==> src/rtl/basic_mux_ctrl.sv <==
// Sequencer for the project mux ena/addr inputs: every project change runs
// disable -> guard hold -> address change -> settle hold -> enable.
module basic_mux_ctrl #(
    parameter int unsigned NUM_PROJECTS  = 24,
    parameter int unsigned GUARD_CYCLES  = 4,
    parameter int unsigned SETTLE_CYCLES = 2
) (
    input  logic       clk,
    input  logic       rst,
    input  logic       req_valid,
    output logic       req_ready,
    input  logic       req_ena,
    input  logic [4:0] req_addr,
    output logic       mux_ena,
    output logic [4:0] mux_addr,
    output logic       busy,
    output logic       err,
    input  logic       err_clr
);

    localparam int unsigned MAX_CYCLES = (GUARD_CYCLES > SETTLE_CYCLES) ? GUARD_CYCLES : SETTLE_CYCLES;
    localparam int unsigned CW         = $clog2(MAX_CYCLES + 1);

    typedef enum logic [1:0] {
        IDLE,
        DRAIN,
        SETTLE,
        ACTIVE
    } state_t;

    state_t        state, state_nxt;
    logic [CW-1:0] cnt, cnt_nxt;
    logic          ena_nxt;
    logic [4:0]    addr_nxt;
    logic          pend_ena, pend_ena_nxt;
    logic [4:0]    pend_addr, pend_addr_nxt;
    logic          err_nxt;

    logic accept;
    logic addr_ok;
    logic bad_req;
    logic cnt_done;

    assign req_ready = (state == IDLE) || (state == ACTIVE);
    assign busy      = ~req_ready;
    assign accept    = req_valid & req_ready;
    assign addr_ok   = 32'(req_addr) < NUM_PROJECTS;
    assign bad_req   = accept & req_ena & ~addr_ok;
    // The counter is reloaded on every DRAIN/SETTLE entry, so 1 marks the last cycle.
    assign cnt_done  = (cnt == CW'(1));

    always_ff @(posedge clk) begin
        if (rst) begin
            state     <= IDLE;
            cnt       <= '0;
            mux_ena   <= 1'b0;
            mux_addr  <= '0;
            pend_ena  <= 1'b0;
            pend_addr <= '0;
            err       <= 1'b0;
        end else begin
            state     <= state_nxt;
            cnt       <= cnt_nxt;
            mux_ena   <= ena_nxt;
            mux_addr  <= addr_nxt;
            pend_ena  <= pend_ena_nxt;
            pend_addr <= pend_addr_nxt;
            err       <= err_nxt;
        end
    end

    always_comb begin
        state_nxt     = state;
        cnt_nxt       = cnt;
        ena_nxt       = mux_ena;
        addr_nxt      = mux_addr;
        pend_ena_nxt  = pend_ena;
        pend_addr_nxt = pend_addr;

        case (state)
            IDLE: begin
                ena_nxt = 1'b0;
                if (accept && req_ena && addr_ok) begin
                    addr_nxt  = req_addr;
                    cnt_nxt   = CW'(SETTLE_CYCLES);
                    state_nxt = SETTLE;
                end
            end
            ACTIVE: begin
                if (accept && !(req_ena && !addr_ok) && !(req_ena && (req_addr == mux_addr))) begin
                    ena_nxt       = 1'b0;
                    pend_ena_nxt  = req_ena;
                    pend_addr_nxt = req_addr;
                    cnt_nxt       = CW'(GUARD_CYCLES);
                    state_nxt     = DRAIN;
                end
            end
            DRAIN: begin
                ena_nxt = 1'b0;
                if (cnt_done) begin
                    if (pend_ena) begin
                        addr_nxt  = pend_addr;
                        cnt_nxt   = CW'(SETTLE_CYCLES);
                        state_nxt = SETTLE;
                    end else begin
                        state_nxt = IDLE;
                    end
                end else begin
                    cnt_nxt = cnt - CW'(1);
                end
            end
            SETTLE: begin
                if (cnt_done) begin
                    ena_nxt   = 1'b1;
                    state_nxt = ACTIVE;
                end else begin
                    ena_nxt = 1'b0;
                    cnt_nxt = cnt - CW'(1);
                end
            end
            default: begin
                ena_nxt   = 1'b0;
                state_nxt = IDLE;
            end
        endcase
    end

    // Set has priority over clear; err never feeds back into the FSM.
    always_comb begin
        err_nxt = err;
        if (bad_req)
            err_nxt = 1'b1;
        else if (err_clr)
            err_nxt = 1'b0;
    end

endmodule

==> config.mk <==
export PLATFORM = sky130hd
export DESIGN_NAME = basic_mux_ctrl
export DESIGN_NICKNAME = d
export VERILOG_FILES = /design/src/rtl/basic_mux_ctrl.sv
export SDC_FILE = /design/constraint.sdc
export NUM_CORES = 1
export LEC_CHECK = 0
export CELL_PAD_IN_SITES_DETAIL_PLACEMENT = 1
export CELL_PAD_IN_SITES_GLOBAL_PLACEMENT = 1
export CORE_UTILIZATION = 35
export CTS_CLUSTER_DIAMETER = 60
export DETAILED_ROUTE_END_ITERATION = 12
export GPL_TIMING_DRIVEN = 0
export PLACE_DENSITY_LB_ADDON = 0.1
export SYNTH_ARGS = -nofsm -noshare
export SYNTH_HDL_FRONTEND = slang
export SYNTH_SLANG_ARGS = --single-unit
==> constraint.sdc <==
create_clock -name clk -period 1.8 [get_ports clk]
set_input_delay 0.36 -clock clk [delete_from_list [all_inputs] [get_ports clk]]
set_output_delay 0.36 -clock clk [all_outputs]
set_load 0.03 [all_outputs]
Yosys cells after proc, flatten, opt, wreduce, memory -nomap -nowiden --
Index checks and enable logic that the tools add are counted.
Word-level totals: flip-flop bits (word level) 18, latch bits 0, bits in writable memories 0, ROM bits 0, input port bits 10, logic and storage cells 65, memories kept 0
Cells by class: add/sub/neg operators 1, multiply operators 0, divide/modulo/power cells 0, $lt $le $gt $ge 1, eq/ne operators 12, shift-type cells 0, mux-type cells 21, bitwise logic cells 5, reduce and logical (&&, ||, !) cells 18
Operator list (count):
- 3-bit two-way mux | 5
- 5-bit two-way mux | 3
- 3-bit case mux with 4 select lines | 1
- 4-bit AND reduction | 3
- 2-bit two-way mux | 5
- 5-bit case mux with 2 select lines | 1
- 2-bit inequality test, second input constant | 4
- 2-bit case mux with 4 select lines | 1
- 1-bit logical AND | 6
- 5-bit == test | 1
- 5-bit less-than comparator, second input constant | 1
- 2-bit == test, second input constant | 2
- 1-bit two-way mux | 4
- 2-bit by 1-bit inequality test with 1-bit output, second input constant | 2
- 2-bit nonzero test | 2
- 1-bit AND | 3
- 3-bit by 1-bit == test with 1-bit output, second input constant | 1
- 1-bit zero test | 3
- 3-bit inequality test, second input constant | 1
- 1-bit case mux with 3 select lines | 1
- 3-bit by 1-bit subtractor with 3-bit output, second input constant | 1
- 2-bit by 1-bit == test with 1-bit output, second input constant | 1
- 2-bit zero test | 1
- 1-bit NOT | 2
- other kinds (3) | 3

Logic depth before layout (Yosys ltp) --
word-level depth 8, depth in mapped cells 8, gate-level depth less buffers 7

Worst setup path after synthesis --
Ideal clock, no wire load.
path kind register to register, from reg state[0], to reg cnt[2], library setup time 121 ps, data arrival time 2000 ps, slack -321 ps, stages on the path, launching flop included 8, path buffers 0, path through dfxtp_1 inv_1 ha_1 nor2b_1 a21boi_0 a41oi_4 and2b_4 mux2_4
Between the ends: cells in the longest elaborated chain, start to end 7, elaborated cells between the ends (all ways) 16, classes of those cells eq/ne (7); mux (1); bitwise (1); reduce/logical (7)
Ends and longest elaborated chain:
- start, declared | line 31 | state_t state, state_nxt;
- start signal, assigned | line 62 | state <= state_nxt;
- 2-bit == test / 2-bit zero test (equally long branches) | line 44, 80
- 1-bit logical OR | line 44 | assign req_ready = (state == IDLE) || (state == ACTIVE);
- 1-bit AND | line 46 | assign accept = req_valid & req_ready;
- 1-bit logical AND, on equally long branches (2 in a row) | line 83, 90
- 2-bit by 1-bit inequality test with 1-bit output (no line)
- 4-bit AND reduction (no line)
- end signal, assigned | line 63 | cnt <= cnt_nxt;
- end, declared | line 32 | logic [CW-1:0] cnt, cnt_nxt;
Several ways; a longest one is shown, not always the timed one. A chain may end at the register's enable or synchronous reset.

Worst setup path in the final report --
from reg state[1], to reg cnt[2]
Same word-level chain as after synthesis.

==> qor.yml <==
place:
  io_buffers: 18
  gp_congestion: 0.7645
  hpwl_um: 1978
  placed_area_mm2: 0.001323
sta:
  finalCriticalPeriod_ns: 1.863
  slew_violations: 0
  fin_skew_ns: 0.01453
  setup-violations-final: 2
  fin_tns_setup_ns: -0.08380
  worst_slack_ns: -0.06318
  worst_slew_pin_slew_ns: 0.5436
  rsz0062_at_grt: "yes"
  fin_crit_sh_pct: 103.5
  hold_viol: 0
  slew_headroom_pct: 63.76
  fmax_mhz: 536.7
floorplan:
  initial_utilization_pct: 37.98
  io_pins: 19
  design.die.area_mm2: 0.003322
  die_h_um: 57.64
  coreArea_mm2: 0.002853
  num_rows: 19
  dieWidth_um: 57.64
cts:
  cts_tree: "yes"
  cts_max_level: 1
  clk_latency_ns: 0.30
  clockBufferDepth: 2
  cts-hold-fix-buffers: 0
  cts_sinks: 18
  cts_root_buffer: "clkbuf_4"
  numCtsBuffers: 3
  clk_pin_slew_ns: 0.12
global_routing:
  grt_pass1_vias: 996
  grt_pass1_wl_um: 4629
  grt_max_degree: 11
  met2_usage_pct: 34.55
  met1_usage_pct: 20.70
  grt_antenna_before_repair: 0
  grtUsageTotal_pct: 18.77
  grt-ovfl-total: 0
  grt.met3_usage_pct: 4.688
  top_usage_layer: "met2"
status:
  outcome: "complete, but fails checks"
  violations: "DRC, setup timing"
cells_and_area:
  nNetsFinal: 166
  syn2layout_area_growth_pct: 39.72
  n_antenna_cell: 0
  design_area_mm2: 0.001514
  drive_above_1_share_pct: 26.35
  fin_util_pct: 53.07
  fill_cells: 335
worst_setup_path:
  start_kind: "register"
  required_ns: 2.01
  cp-end-kind: "register"
  r2r-start: "state[1]"
  cp-startpoint: "state[1]"
  path_class: "reg2reg"
  crit_arrival_ns: 2.07
  worstPathMaxFanout: 4
synthesis:
  ys_async_sr_fraction_pct: 0
  syn_inst: 116
  synth_edf_count: 0
  synth_area_per_cell_um2: 9.341
  synth_area_mm2: 0.001084
  synth_warnings: 0
  synth_ff_type: "dfxtp_1"
  syn_nets: 133
  synth.distinct_cells: 34
  ys_seq_elements: 18
  yosysSeqAreaShare_pct: 33.26
pwr:
  powerDensity_mw_per_mm2: 1330
  p_leak_nw: 0.5546
  vdd_drop_max_mv: 0.6500
  p_total_mw: 2.014
min_path:
  holdCritStartpoint: "err"
  hold_path_class: "reg2reg"
route:
  drtAntennaViolNets: 0
  wire_per_inst_um: 16.03
  drtIter0Drc: 26
  drc: 1
  wirelength_um: 2869
  firstDrtPassIters: 7
  viasPerCell: 5.352
  num_vias: 958
job:
  maxCapViolations: 0
[critical path, stage by stage, from the launching register on]
cell and delay (ns):
dfxtp_4 0.39, inv_4 0.05, ha_4 0.25, nand3b_1 0.17, o21ai_2 0.16, buf_4 0.13
o21ai_2 0.06, and2b_4 0.27, mux2_4 0.29
[layer usage]
layer / part of all wire [%] / up-vias
met5: 0 / -
met4: 1.6 / 0
met3: 2.8 / 4
met1: 43 / 465
li1: - / 474
met2: 53 / 15
[cell usage after synthesis, types with 2 or more instances]
master | number | area share [%]
a21oi_1 | 9 | 4.2
o31ai_1 | 2 | 1.4
nand3b_1 | 3 | 2.1
nand3_1 | 5 | 2.3
a211oi_1 | 7 | 4.8
nand2b_1 | 4 | 2.3
inv_1 | 7 | 2.4
dfxtp_1 | 18 | 33
ha_1 | 7 | 8.1
clkbuf_1 | 2 | 0.69
nor2b_1 | 3 | 1.7
mux2i_1 | 11 | 10
o21ai_0 | 2 | 0.92
nor2_1 | 14 | 4.8
xor2_1 | 3 | 2.4
[flip-flops by register name (all words and copies together), names as in the netlist]
| signal | flops |
|---|---|
| err | 1 |
| mux_ena | 1 |
| pend_addr | 5 |
| mux_addr | 5 |
| cnt | 3 |
| state | 2 |
| pend_ena | 1 |
[layout by cell type (no fill, tap or decap), drive strengths merged, types with 2 or more instances in the layout]
cell and instances:
xor2 4, inv 7, o21ai 2, ha 7
buf 11, clkdlybuf4s50 12, dlygate4sd2 4, a211oi 7
a21boi 2, nor2b 3, nand3b 3, o31ai 2
nand3 5, nor4 2, nor2 14, nand2b 4
a21oi 9, mux2i 11, dfxtp 18, clkbuf 8
[per-stage QoR]
stage               cells  hold WS [ns]  setup slack (ns)
floorplan             116        0.4601          0.005017
global placement      165        0.4623           -0.5387
detailed placement    165        0.4780           -0.5528
CTS                   176        0.4913          -0.04485
global route          179        0.4962           -0.1353
finish                179        0.4852          -0.06318
[logic make-up (layout without fill, tap and decap cells)]
| family | Yosys count | count (layout) | synth area share (%) |
|---|---|---|---|
| and+or+nand+nor | 37 | 37 | 19.86 |
| AOI/OAI and AO/OA | 27 | 27 | 18.94 |
| DFF | 18 | 18 | 33.26 |
| muxes | 12 | 12 | 11.55 |
| buffers and inverters | 10 | 42 | 3.580 |
| adders and majority gates | 7 | 7 | 8.083 |
| xor gates and xnor gates | 5 | 5 | 4.735 |
[worst paths after layout]
| check | to | slack (ns) | cells after the start |
|---|---|---|---|
| setup / recovery | cnt[2] | -0.06 | 8 |
| hold / removal | err | 0.49 | 2 |
| setup reg to reg | cnt[2] | -0.06 | 8 |
| hold reg to reg | err | 0.49 | 2 |
[repair_timing]
action	CTS	global route
endpoints found under the setup margin	17	18
setup buffers	7	3
pin swaps	7	3
gates resized for setup	19	10
[where the power goes]
group	internal [mW]	switching, mW	total (mW)
clock	0.123	0.135	0.259
combinational	0.578	0.630	1.21
sequential	0.478	0.0688	0.547
[area by class of cell]
| class | instances | area, µm² | area share (%) |
|---|---|---|---|
| flip-flops and latches | 18 | 370.4 | 24.46 |
| plain buffers | 3 | 20.02 | 1.322 |
| well taps | 31 | 38.79 | 2.562 |
| clock buffers | 4 | 36.28 | 2.397 |
| repair buffers | 28 | 269.0 | 17.77 |
| inverters | 7 | 31.28 | 2.066 |
| multi-input cells | 88 | 748.2 | 49.42 |
Power figures use the tool's default switching activity.
